[src/rtl/setclr_reg_responder_pkg.sv]
// setclr_reg_responder_pkg
// Shared encodings for the set/clear register responder and its ALU.
// Holds the request opcode values and the responder FSM state values so
// both the top level and the ALU decode the same constants.
package setclr_reg_responder_pkg;

    typedef logic [1:0] op_t;
    typedef logic [1:0] state_t;

    // Request opcodes carried on req_op
    localparam op_t OP_READ  = 2'b00;
    localparam op_t OP_WRITE = 2'b01;
    localparam op_t OP_SET   = 2'b10;
    localparam op_t OP_CLR   = 2'b11;

    // Responder FSM states
    localparam state_t S_IDLE = 2'd0;
    localparam state_t S_WAIT = 2'd1;
    localparam state_t S_EXEC = 2'd2;
    localparam state_t S_RESP = 2'd3;

endpackage

[src/rtl/setclr_reg_responder_alu.sv]
// or32 / and32 / setclr_alu
// Bitwise gate building blocks and the combinational operation unit that
// turns (op, old register value, data/mask) into the new register value.
//
// or32  : a, b (32b in) -> y = a | b
// and32 : a, b (32b in) -> y = a & b
// setclr_alu:
//   op      in  2   operation code (read/write/set/clear)
//   old_val in  32  current register contents
//   mask    in  32  write data or bit mask
//   new_val out 32  register contents after the operation

module or32 (
    input  logic [31:0] a,
    input  logic [31:0] b,
    output logic [31:0] y
);
    assign y = a | b;
endmodule

module and32 (
    input  logic [31:0] a,
    input  logic [31:0] b,
    output logic [31:0] y
);
    assign y = a & b;
endmodule

module setclr_alu
    import setclr_reg_responder_pkg::*;
(
    input  logic [1:0]  op,
    input  logic [31:0] old_val,
    input  logic [31:0] mask,
    output logic [31:0] new_val
);
    logic [31:0] set_val;
    logic [31:0] clr_val;
    logic [31:0] mask_n;

    // Clearing is an AND with the complemented mask
    assign mask_n = ~mask;

    or32 u_or (
        .a (old_val),
        .b (mask),
        .y (set_val)
    );

    and32 u_and (
        .a (old_val),
        .b (mask_n),
        .y (clr_val)
    );

    // Read passes the old value through so the caller can write it back
    // unconditionally without disturbing the register.
    always_comb begin
        new_val = old_val;
        case (op)
            OP_WRITE: new_val = mask;
            OP_SET:   new_val = set_val;
            OP_CLR:   new_val = clr_val;
            default:  new_val = old_val;
        endcase
    end

endmodule

[src/rtl/setclr_reg_responder.sv]
// setclr_reg_responder
// Data-memory-port responder for the multi-cycle CPU. Accepts one request
// at a time, waits WAIT cycles, executes read/write/set/clear on one of
// NREG 32-bit registers, then presents a response until it is taken.
//
// Ports:
//   clk        in  1   rising-edge clock
//   rst_n      in  1   asynchronous active-low reset
//   req_valid  in  1   request present
//   req_ready  out 1   responder idle and able to accept
//   req_op     in  2   00 read, 01 write, 10 set, 11 clear
//   req_addr   in  32  word address
//   req_wdata  in  32  write data / bit mask
//   rsp_valid  out 1   response present
//   rsp_ready  in  1   initiator takes response
//   rsp_rdata  out 32  register value after the operation (0 on error)
//   rsp_err    out 1   address out of range
//   busy       out 1   high whenever not idle

module setclr_reg_responder
    import setclr_reg_responder_pkg::*;
#(
    parameter int NREG = 8,
    parameter int AW   = 3,
    parameter int WAIT = 2
) (
    input  logic        clk,
    input  logic        rst_n,
    input  logic        req_valid,
    output logic        req_ready,
    input  logic [1:0]  req_op,
    input  logic [31:0] req_addr,
    input  logic [31:0] req_wdata,
    output logic        rsp_valid,
    input  logic        rsp_ready,
    output logic [31:0] rsp_rdata,
    output logic        rsp_err,
    output logic        busy
);

    localparam logic [3:0] WAIT_LOAD = (WAIT > 0) ? 4'(WAIT - 1) : 4'd0;

    state_t      state;
    logic [3:0]  wait_cnt;
    logic [1:0]  op_q;
    logic [31:0] addr_q;
    logic [31:0] wdata_q;
    logic [31:0] regs [NREG];

    logic [AW-1:0] idx;
    logic          in_range;
    logic [31:0]   alu_out;

    assign idx      = addr_q[AW-1:0];
    assign in_range = (addr_q[31:AW] == '0);

    assign req_ready = (state == S_IDLE);
    assign rsp_valid = (state == S_RESP);
    assign busy      = (state != S_IDLE);

    setclr_alu u_alu (
        .op      (op_q),
        .old_val (regs[idx]),
        .mask    (wdata_q),
        .new_val (alu_out)
    );

    // Transaction sequencing. The request is captured only at accept, so
    // later activity on the request pins cannot affect the operation. The
    // counter is loaded with WAIT-1 and the FSM leaves WAIT on the cycle it
    // reads zero, giving exactly WAIT cycles of wait state.
    always_ff @(posedge clk or negedge rst_n) begin
        if (!rst_n) begin
            state     <= S_IDLE;
            wait_cnt  <= 4'd0;
            op_q      <= OP_READ;
            addr_q    <= 32'h0;
            wdata_q   <= 32'h0;
            rsp_rdata <= 32'h0;
            rsp_err   <= 1'b0;
        end else begin
            case (state)
                S_IDLE: begin
                    if (req_valid) begin
                        op_q    <= req_op;
                        addr_q  <= req_addr;
                        wdata_q <= req_wdata;
                        if (WAIT > 0) begin
                            state    <= S_WAIT;
                            wait_cnt <= WAIT_LOAD;
                        end else begin
                            state <= S_EXEC;
                        end
                    end
                end
                S_WAIT: begin
                    if (wait_cnt == 4'd0) begin
                        state <= S_EXEC;
                    end else begin
                        wait_cnt <= wait_cnt - 4'd1;
                    end
                end
                S_EXEC: begin
                    rsp_rdata <= in_range ? alu_out : 32'h0;
                    rsp_err   <= ~in_range;
                    state     <= S_RESP;
                end
                S_RESP: begin
                    if (rsp_ready) begin
                        state <= S_IDLE;
                    end
                end
                default: state <= S_IDLE;
            endcase
        end
    end

    // Register file. A read writes back the unchanged value from the ALU,
    // so only the range check gates the update.
    always_ff @(posedge clk or negedge rst_n) begin
        if (!rst_n) begin
            for (int i = 0; i < NREG; i++) begin
                regs[i] <= 32'h0;
            end
        end else if (state == S_EXEC && in_range) begin
            regs[idx] <= alu_out;
        end
    end

endmodule

[config.mk]
export PLATFORM = sky130hd
export DESIGN_NAME = setclr_reg_responder
export DESIGN_NICKNAME = d
export VERILOG_FILES = /design/src/rtl/setclr_reg_responder_pkg.sv /design/src/rtl/setclr_reg_responder_alu.sv /design/src/rtl/setclr_reg_responder.sv
export SDC_FILE = /design/constraint.sdc
export NUM_CORES = 1
export LEC_CHECK = 0
export CORE_MARGIN = 2
export CORE_UTILIZATION = 54
export DETAILED_ROUTE_END_ITERATION = 10
export GPL_ROUTABILITY_DRIVEN = 1
export GPL_TIMING_DRIVEN = 0
export PLACE_DENSITY = 0.75
export SLEW_MARGIN = 20
export SYNTH_ARGS = -nofsm -noshare
export SYNTH_HDL_FRONTEND = slang
export SYNTH_SLANG_ARGS = --single-unit
[constraint.sdc]
create_clock -name clk -period 2.35 [get_ports clk]
set_clock_uncertainty 0.2 [all_clocks]
set_input_delay 0.47 -clock clk [delete_from_list [all_inputs] [get_ports clk]]
set_output_delay 0.47 -clock clk [all_outputs]
set_load 0.05 [all_outputs]
# Yosys cells after proc, flatten, opt, wreduce, memory -nomap -nowiden
# Index checks and enable logic that the tools add are counted.
# W data, S select, Z words.
dict set report totals {
  reg_bits 361
  in_bits 70
  out_inout_bits 36
  wordCells 58
}
dict set report op_classes {
  add_sub_neg 1
  order_cmp 2
  eq_ne 10
  mux 15
  bitwise_logic 5
  n_reduce_logical 10
}
# operator count
set op_table {}
lappend op_table {{$bwmux W256} 1}
lappend op_table {{$mux W32} 4}
lappend op_table {{$bmux W32 S3} 1}
lappend op_table {{$demux W32 S3} 1}
lappend op_table {{$pmux W32 S3} 1}
lappend op_table {{$and A32 B32 Y32} 1}
lappend op_table {{$not A32 Y32} 1}
lappend op_table {{$or A32 B32 Y32} 1}
lappend op_table {{$logic_not A29 Y1} 1}
lappend op_table {{$eq A2 B2 Y1 const B} 4}
lappend op_table {{$mux W4} 2}
lappend op_table {{$pmux W2 S4} 1}
lappend op_table {{$pmux W4 S2} 1}
lappend op_table {{$mux W2} 3}
lappend op_table {{$ne A2 B2 Y1 const B} 3}
lappend op_table {{$reduce_and A3 Y1} 2}
lappend op_table {{$eq A2 B1 Y1 const B} 2}
lappend op_table {{$ge A4 B4 Y1 const B} 1}
lappend op_table {{$logic_not A4 Y1} 1}
lappend op_table {{$lt A4 B1 Y1 const B} 1}
lappend op_table {{$not A3 Y4} 1}
lappend op_table {{$reduce_bool A2 Y1} 2}
lappend op_table {{$sub A4 B1 Y4 const B} 1}
lappend op_table {{$logic_and A1 B1 Y1} 2}
lappend op_table {{other kinds (4)} 4}

# Depth between registers and ports, before layout
# Gate-level depths: netlist of run 1.
dict set report depth {
  depth_word 7
  depth_mapped 10
  depth_no_buf 7
}

# Cells and area by module
# Synthesis of run 1 repeated with hierarchy kept, for this count alone.
dict set report unflattened {
  cells_unflattened 1201
  hier_area_um2 16972.5
}
# mod instances cells_per_inst area_each_um2 seq_area_each_um2
set by_module_without_submodules {}
lappend by_module_without_submodules {setclr_reg_responder 1 1066 15637.5 9033.7}
lappend by_module_without_submodules {setclr_alu 1 71 934.6 0.0}
lappend by_module_without_submodules {and32 1 32 200.2 0.0}
lappend by_module_without_submodules {or32 1 32 200.2 0.0}

# Worst setup path after synthesis of run 1
# No wires, ideal clock.
dict set report synth_timing {
  path_kind {reg2reg}
  startpoint {register state[0]}
  endpoint {register addr_q[0]}
  setup_time_ns 0.125
  arrival_time_ns 2.080
  slack_ns -0.054
  path_stages_with_launch 7
  cell_sequence {dfrtp_1 inv_1 ha_1 nand2_1 clkbuf_1 clkbuf_1 mux2_2}
}
dict set report synth_via {
  elab_chain_cells 2
}
# element line
set synth_lines {}
lappend synth_lines {{start, declared} setclr_reg_responder.sv:43} ;# state_t state;
lappend synth_lines {{start signal, assigned} setclr_reg_responder.sv:74} ;# state <= S_IDLE;
lappend synth_lines {{start signal, assigned} setclr_reg_responder.sv:89} ;# state <= S_WAIT;
lappend synth_lines {{start signal, assigned} setclr_reg_responder.sv:92} ;# state <= S_EXEC;
lappend synth_lines {{$logic_not A2 Y1} -}
lappend synth_lines {{named net req_ready} setclr_reg_responder.sv:30} ;# output logic req_ready,
lappend synth_lines {{$reduce_and A2 Y1 (no source line)} -}
lappend synth_lines {{end signal, assigned} setclr_reg_responder.sv:86} ;# addr_q <= req_addr;
lappend synth_lines {{end, declared} setclr_reg_responder.sv:46} ;# logic [31:0] addr_q;
# The timed path passes the listed nets, and every way through them passes these cells.
# A chain may end at the register's enable or synchronous reset.

# Final worst setup path of run 1
dict set report layout_timing {
  startpoint {register addr_q[2]}
  endpoint {register regs[129] in the netlist's numbering}
}
dict set report layout_via {
  elab_chain_cells 7
  elab_cells_between_ends 13
  classes_between {2 x order compare; 7 x mux; 3 x bitwise; 1 x reduce/logical}
}
# element line
set layout_lines {}
lappend layout_lines {{$not A3 Y4 (implied by the code) *} {setclr_reg_responder.sv:63, setclr_reg_responder.sv:126}}
lappend layout_lines {{$bmux W32 S3} setclr_reg_responder.sv:63} ;# .old_val (regs[idx]),
lappend layout_lines {{$mux W32 (implied by the code) (2 in series)} setclr_reg_responder.sv:63}
lappend layout_lines {{$and A32 B32 Y32 / $or A32 B32 Y32 (equally long branches)} {setclr_reg_responder_alu.sv:26, setclr_reg_responder_alu.sv:18}}
lappend layout_lines {{$pmux W32 S3} setclr_reg_responder_alu.sv:60} ;# case (op)
lappend layout_lines {{$bwmux W256 *} setclr_reg_responder.sv:126} ;# regs[idx] <= alu_out;
lappend layout_lines {{end signal, assigned by index} setclr_reg_responder.sv:126}
lappend layout_lines {{end, declared} setclr_reg_responder.sv:48} ;# logic [31:0] regs [NREG];
# Mark *: on every way between the ends. The rest lies on a longest branch, timed or not. The select of a mux whose other input is x is not followed.

==> results of run 1 <==
## registers in the layout, indices dropped and copies added, names as in the netlist
name and count:
regs 256, rsp_err 1, op_q 2, rsp_rdata 32
wdata_q 32, addr_q 32, wait_cnt 4, state 2
## cell families after synthesis
group,count (synthesis),synth area share (%)
flip-flops,361,54.67
adder cells (fa/ha/maj),5,0.3786
AO/OA/AOI/OAI,310,13.37
multiplexers,262,19.97
buffers and inverters,118,3.233
XOR/XNOR,1,0.05302
AND/OR/NAND/NOR,259,8.329
## power by group through the flow
stage | clock network, mW | logic [mW] | registers [mW]
6_report | 6.61 | 11.1 | 7.65
2_1_floorplan | 0 | 4.54 | 7.34
5_1_grt | 6.88 | 11.4 | 7.72
3_5_place_dp | 0 | 6.80 | 7.54
3_3_place_gp | 0 | 6.62 | 7.51
4_1_cts | 6.59 | 9.45 | 7.56
## layout make-up
| cell class | instances | area [um^2] |
|---|---|---|
| well taps | 396 | 495.5 |
| fillers | 1773 | 8117 |
| clock inverters | 11 | 188.9 |
| plain buffers | 100 | 988.4 |
| repair buffers | 190 | 2173 |
| flip-flops and latches | 361 | 9037 |
| inverters | 16 | 62.56 |
| clock buffers | 60 | 1187 |
| multi-input cells | 846 | 8099 |
## cell usage in the layout, fill, tap and decap left out, drive strengths merged, types with 11 or more instances in the layout
cell	instances
buf	137
a22o	36
o21ai	134
a21oi	68
mux2i	12
clkbuf	110
mux2	219
nand3b	15
nor4b	13
o2bb2ai	18
a2111oi	11
and4b	15
clkdlybuf4s50	100
nor2	44
mux4	31
dfrtp	361
inv	15
a22oi	18
a221oi	20
and4	13
nand2	117
## path summary, 6_finish.rpt
kind	depth (start not counted)	end	slack (ps)
setup / recovery	8	regs[129]	-280
hold / removal	2	regs[141]	280
setup reg to reg	8	regs[129]	-280
hold reg to reg	2	regs[141]	280
max in group asynchronous	3	regs[231]	720
min in group asynchronous	2	regs[27]	290
## repair_timing
action	CTS	global route
hold buffers	1	0
resized for setup	308	177
buffers inserted	49	23
setup endpoints to repair	353	335
endpoints found under the hold margin	64	0
gates cloned	7	11
pin swaps	51	61
## metal layers
layer  wire length, um  part of all wire (%)  GRT usage, %
met1             19580                    37         40.27
met2             26210                    49         49.73
met3              4376                   8.2         5.895
met4              3218                   6.0         16.80
met5                 0                     0             0
## critical path: stages, from the launching register on
cell,delay [ps]
dfrtp_2,480
buf_12,180
clkbuf_16,170
mux2_4,300
a22oi_2,350
nand3b_1,200
a221oi_4,330
buf_12,180
o21ai_1,90
## metrics by stage
stage	instance area (um^2)	power [mW]	cells
3_5_place_dp	18160	14.34	1820
3_3_place_gp	18080	14.12	1817
6_report	22230	25.33	1980
5_1_grt	22230	26.04	1980
4_1_cts	21350	23.60	1946
2_1_floorplan	16530	11.88	1316
==> metrics, run 1 <==
status=finished with violations; failing checks=setup timing; slew margin rel.=41.71%; switching power=9.367 mW; Routed Antenna Nets=0; Hold Slack=280.0 ps; ant diodes=0; worst-case clock buffer depth=3; Sw Ratio=36.98%; initial DRC count=1373; I/O Buffers=105; critical register-to-register path startpoint=addr_q[2]; final worst slack=-279.7 ps; first-pass GRT wire length=74.91 mm; Pins Over Slew Limit=0; vias in the first global route=13173; Comb pwr share=43.7%; Pre-antenna DRT Iters=5; post-layout util=73.26%; Ports=106; ys flop type=dfrtp_1; Vias/cell=6.601; wire per inst=26.96 um; fin crit period=2630 ps; Post-synth EDFFs=0; Area Growth Syn to Fin=34.55%; initial antenna violation count=0; Mapped Cells=1316; crit-path max FO=9; dpl ws=-881.7 ps; All-Layer GR Usage=31.08%; largest net degree at the start of global routing=105; RSZ-0062 raised after global routing=yes; Residual DRC=0; CP endpoint kind=register; Hold Vio Cnt, Final=0; clock power share=26.1%; gp weighted congestion=0.8992; Max Cap Viol=0; dpl hpwl=29.96 mm; largest cells by area after synthesis=dfrtp_1 (55%), mux2_2 (15%), mux4_2 (3.8%); share of post-route cells with drive strength above 1=39.71%; Clock transition at path regs=70 ps; WP data required=2530 ps; Mapped Area=0.01652 mm^2; Seq/Total Area, Yosys=54.67%; pwr/cell area=1139 mW/mm^2; Avg Inst Size Synth=12.56 um^2; height of the die=178.9 um; CP arrival=2810 ps; top cells by count, synth=dfrtp_1 (361), mux2_2 (218), nand2_1 (117); Clock Sinks=361; Synthesized Nets=1391; VDD IR-drop max=724.4 uV; fmax=380.3 MHz; core area=0.03035 mm^2; CP startpoint kind=register; worst slew pin tran=874.3 ps; post-synthesis async set-or-reset flop share=100.0%; total vias in the final route=13070; clk_lat worst skew=530 ps; sequential power share=30.2%; period utilization=111.9%; final WL=53.38 mm; cell taking the most area after synthesis=dfrtp_1; Congestion Overflow GR=0; WS Path Type=register to register; cell leakage power=9.948 nW; Die Area=0.03201 mm^2; Yosys cell types=49; setup TNS=-30020 ps; CTS buffer count=39; FP Rows=64; CTS tree=yes; Synth Warn #=0; Setup-failing EPs final=290; die width=178.9 um; H-Tree Depth=2; HP Start=regs[141]; Critical Path Start=addr_q[2]; HP Class=register to register; Starting Density=54.44%; flops & latches, synth=361; CTS root buffer=clkbuf_16; most instantiated library cell after synthesis=dfrtp_1; area share of the largest cell type after synthesis=54.67%; Final nets=1629; Power Internal=15.97 mW
No activity file was read; power rests on OpenSTA's default activity.
==> run 2: changes to the inputs <==
--- a/config.mk
+++ b/config.mk
@@ -5,6 +5,7 @@
 export SDC_FILE = /design/constraint.sdc
 export NUM_CORES = 1
 export LEC_CHECK = 0
+export CAP_MARGIN = 10
 export CORE_MARGIN = 2
 export CORE_UTILIZATION = 54
 export DETAILED_ROUTE_END_ITERATION = 10
==> results of run 2 <==
Same layout as run 1: the final DEF is identical, and so are final timing and power.
